==> src/rtl/regfile_sb.sv <==
// rtl/regfile_sb.sv - two-write, two-read register file with pending-write scoreboard and write bypass
module regfile_sb #(
    parameter int WIDTH   = 32,
    parameter int AW      = 5,
    parameter int ZERO_R0 = 1
) (
    input  logic                 clk,
    input  logic                 rst,
    input  logic [AW-1:0]        rna,
    input  logic [AW-1:0]        rnb,
    output logic [WIDTH-1:0]     qa,
    output logic [WIDTH-1:0]     qb,
    output logic                 rdya,
    output logic                 rdyb,
    input  logic                 we0,
    input  logic [AW-1:0]        wn0,
    input  logic [WIDTH-1:0]     d0,
    input  logic                 we1,
    input  logic [AW-1:0]        wn1,
    input  logic [WIDTH-1:0]     d1,
    input  logic                 iss,
    input  logic [AW-1:0]        iwn,
    output logic [(1<<AW)-1:0]   busy
);

    localparam int NREG = 1 << AW;

    logic [WIDTH-1:0] regs_q [NREG];
    logic [NREG-1:0]  busy_q;
    logic [NREG-1:0]  busy_d;
    logic             wr0_en;
    logic             wr1_en;
    logic             iss_en;

    function automatic logic is_r0(input logic [AW-1:0] rn);
        return (ZERO_R0 != 0) && (rn == '0);
    endfunction

    assign wr0_en = we0 && !is_r0(wn0);
    assign wr1_en = we1 && !is_r0(wn1);
    assign iss_en = iss && !is_r0(iwn);

    // Clears first, then issue: a same-cycle issue marks the new producer as pending.
    always_comb begin
        busy_d = busy_q;
        if (wr0_en) begin
            busy_d[wn0] = 1'b0;
        end
        if (wr1_en) begin
            busy_d[wn1] = 1'b0;
        end
        if (iss_en) begin
            busy_d[iwn] = 1'b1;
        end
        if (ZERO_R0 != 0) begin
            busy_d[0] = 1'b0;
        end
    end

    // Port 1 is written last so it wins a same-register collision.
    always_ff @(posedge clk) begin
        if (rst) begin
            for (int i = 0; i < NREG; i++) begin
                regs_q[i] <= '0;
            end
            busy_q <= '0;
        end else begin
            if (wr0_en) begin
                regs_q[wn0] <= d0;
            end
            if (wr1_en) begin
                regs_q[wn1] <= d1;
            end
            busy_q <= busy_d;
        end
    end

    function automatic logic [WIDTH-1:0] read_data(input logic [AW-1:0] rn);
        logic [WIDTH-1:0] val;
        val = regs_q[rn];
        if (is_r0(rn)) begin
            val = '0;
        end else if (we1 && (wn1 == rn)) begin
            val = d1;
        end else if (we0 && (wn0 == rn)) begin
            val = d0;
        end
        return val;
    endfunction

    function automatic logic read_ready(input logic [AW-1:0] rn);
        return is_r0(rn) || !busy_q[rn] || (we0 && (wn0 == rn)) || (we1 && (wn1 == rn));
    endfunction

    assign qa   = read_data(rna);
    assign qb   = read_data(rnb);
    assign rdya = read_ready(rna);
    assign rdyb = read_ready(rnb);
    assign busy = busy_q;

endmodule

==> config.mk <==
export PLATFORM = sky130hd
export DESIGN_NAME = regfile_sb
export DESIGN_NICKNAME = d
export VERILOG_FILES = /design/src/rtl/regfile_sb.sv
export SDC_FILE = /design/constraint.sdc
export NUM_CORES = 2
export LEC_CHECK = 0
export BUFFER_PORTS_ARGS = -buffer_cell sky130_fd_sc_hd__buf_4
export CAP_MARGIN = 30
export CORE_MARGIN = 5
export CORE_UTILIZATION = 57
export CTS_CLUSTER_DIAMETER = 200
export DETAILED_ROUTE_END_ITERATION = 12
export HOLD_SLACK_MARGIN = 0.05
export PLACE_DENSITY = 0.77
export REMOVE_ABC_BUFFERS = 1
export SYNTH_ARGS = -nofsm -noshare
export SYNTH_HDL_FRONTEND = slang
export SYNTH_SLANG_ARGS = --single-unit
==> constraint.sdc <==
create_clock -name clk -period 2.29 [get_ports clk]
set_input_delay 0.1145 -clock clk [delete_from_list [all_inputs] [get_ports clk]]
set_output_delay 0.1145 -clock clk [all_outputs]
set_load 0.01 [all_outputs]
==> results.sh <==
export IMPL_async_flop_share_pct=0
export IMPL_drive_gt1_share_pct=38.07
export IMPL_drc=0
export IMPL_synth_area_top_cells="edfxtp_1 50%, mux4_2 15%, a22o_1 15%"
export IMPL_leakage_uw=0.02644
export IMPL_routedWlPerCell_um=40.98
export IMPL_cts_root_buf="clkbuf_16"
export IMPL_coreArea_mm2=0.1072
export IMPL_grt_pass1_wl_um=352900
export IMPL_rsz0062_at_grt="yes"
export IMPL_skew_ns=0
export IMPL_finalWeightedCongestion=0.9992
export IMPL_worst_ir_drop_vdd_mv=0.5988
export IMPL_hpwlAfterDp_um=151400
export IMPL_timing_final_hold_violations=0
export IMPL_min_period_over_period_pct=131.9
export IMPL_rows=120
export IMPL_grt_usage_pct=42.27
export IMPL_fin_crit_ns=3.021
export IMPL_highest_layer="met5"
export IMPL_viasPerCell=8.359
export IMPL_io_pins=192
export IMPL_syn_area_mm2=0.06167
export IMPL_vias=51093
export IMPL_grt_overflow_total=0
export IMPL_initial_core_util_pct=57.52
export IMPL_crit_path_end_kind="output port"
export IMPL_worstSetupStartpointType="flop"
export IMPL_area_growth_pct=21.31
export IMPL_multi_input_area_mm2=0.02895
export IMPL_worstPathMaxFanout=2
export IMPL_synthTopCellsByCount="1,024 x edfxtp_1, 1,022 x a22o_1, 407 x clkbuf_1, 407 x mux4_2, 204 x buf_2"
export IMPL_slew_violations=0
export IMPL_max_freq_mhz=331.1
export IMPL_dp_cells=5830
export IMPL_cts_sinks=1055
export IMPL_drt_initial_drc_count=9802
export IMPL_finalWirelength_um=250400
export IMPL_htreeDepth=3
export IMPL_fin_ws_ns=-0.7307
export IMPL_wl_met2_um=106500
export IMPL_cts_max_path_buffers=3
export IMPL_seq_area_mm2=0.03139
export IMPL_status="complete, but fails checks"
export IMPL_yosysMostFrequentCell="edfxtp_1"
export IMPL_fillers=6771
export IMPL_synth_area_per_cell_um2=14.15
export IMPL_synth_warnings=0
export IMPL_worst_pin_slew_ns=1.098
export IMPL_worstHoldPathType="input pin to flop"
export IMPL_antenna_found_initial=8
export IMPL_failed_checks="negative setup slack"
export IMPL_grt_max_degree=42
export IMPL_synth_top_area_share_pct=49.87
export IMPL_cap_violations=0
export IMPL_cp_arrival_ns=2.91
export IMPL_fp_dieW_um=338.9
export IMPL_fin_hold_ws_ns=0.06836
export IMPL_synth_seq_area_share_pct=50.87
export IMPL_finalSetupViolCount=66
export IMPL_numCtsBuffers=111
export IMPL_synthFlopType="edfxtp_1"
export IMPL_wl_met1_um=75090
export IMPL_postRouteAntennaNets=0
export IMPL_stdcell_count=6112
export IMPL_cp_required_ns=2.18
export IMPL_path_class="flop to output port"
export IMPL_io_buffer_count=190
export IMPL_routed_wl_met3_um=44410
export IMPL_worstSkewPairLatency_ns=0.68
export IMPL_grt_pass1_vias=50859
export IMPL_synth_top_area_cell="edfxtp_1"
export IMPL_firstDrtPassIters=9
export IMPL_post_place_ws_ns=-0.4423
export IMPL_slew_headroom_pct=26.55
export IMPL_p_per_area_mw_per_mm2=678.4
export IMPL_synth_edff_count=1024
export IMPL_clkTransAtPathRegs_ns=0.07
export IMPL_finalNetCount=4705
export IMPL_synth_seq_cells=1055
export IMPL_cts_tree="yes"
export IMPL_synth_cell_type_count=55
export IMPL_synthCells=4357
export IMPL_die_area_mm2=0.1149
export IMPL_die_h_um=338.9
stage by stage:
step           power [µW]  util [%]  cell area (µm²)  TNS [ns]
2_1_floorplan       26430         -            58740   -216.47
3_3_place_gp        30790     64.10            68720    -19.00
3_5_place_dp        31020     64.23            68860    -15.91
4_1_cts             50120     69.58            74590    -33.58
5_1_grt             51640     69.78            74800    -37.70
6_report            50750     69.78            74810    -35.48
area by class of cell:
cell class / count / share of cell area [%]
Antenna cell: 2 / 0.006690
Clock buffer: 134 / 3.929
Clock inverter: 75 / 1.149
Inverter: 28 / 0.1405
Multi-Input combinational cell: 2593 / 38.69
Sequential cell: 1055 / 41.96
Tap cell: 1403 / 2.347
Timing Repair Buffer: 822 / 11.77
critical path: stages, from the launching register on:
cell and delay, ns:
edfxtp_1 0.40, mux4_2 0.47, mux2_4 0.31, a221oi_2 0.24
buf_4 0.22, nor4_2 0.05, a221o_1 0.36, buf_6 0.16
placed cells by master, fill, tap and decap left out, types with 76 or more instances in the layout:
cell | netlist | final
buf_4 | 19 | 516
clkbuf_16 | 0 | 113
nor2_1 | 109 | 76
mux2i_1 | 166 | 159
mux2_2 | 156 | 130
buf_12 | 0 | 171
mux4_2 | 407 | 407
nand2_1 | 85 | 83
edfxtp_1 | 1024 | 1024
a22o_1 | 1022 | 1020
report_power, final:
group          total (µW)  switching, µW  leakage [µW]  internal [µW]
registers           23000            639        0.0101          22400
logic                8720           4910        0.0145           3820
clock network       19000           7940       0.00184          11100
total               50700          13500        0.0264          37300
what timing repair did:
item | CTS | global route
hold buffers | 59 | 0
endpoints found under the hold margin | 334 | 0
setup endpoints to repair | 66 | 66
resized for setup | 261 | 40
pin swaps | 99 | 21
setup buffers | 6 | 9
flip-flops by register name, summed over array words and instances, names as in the netlist:
name,cells
busy,31
regs_q,1024
worst paths after layout:
check                startpoint  slack (ns)       end  cells after the start
setup / recovery  regs_q[27][2]       -0.73     qb[2]                      7
hold / removal              rst        0.07  busy[28]                      3
setup reg to reg        busy[3]        1.05   busy[3]                      3
hold reg to reg        busy[28]        0.49  busy[28]                      2
routing by layer:
| metal | GRT usage [%] | vias up |
|---|---|---|
| li1 | - | 18852 |
| met1 | 49.73 | 24761 |
| met2 | 62.09 | 5650 |
| met3 | 18.64 | 1824 |
| met4 | 30.21 | 6 |
| met5 | 0.2083 | - |
cell families after synthesis:
kind of cell           Yosys count  share of synthesized area, %
AND/OR/NAND/NOR                436                         3.906
multiplexers                   729                         20.41
XOR/XNOR                        20                        0.2840
buffers and inverters          741                         5.115
flip-flops                    1055                         50.87
other                            1                      0.006081
AO/OA/AOI/OAI                 1375                         19.41
No activity file was read; power rests on OpenSTA's default activity.
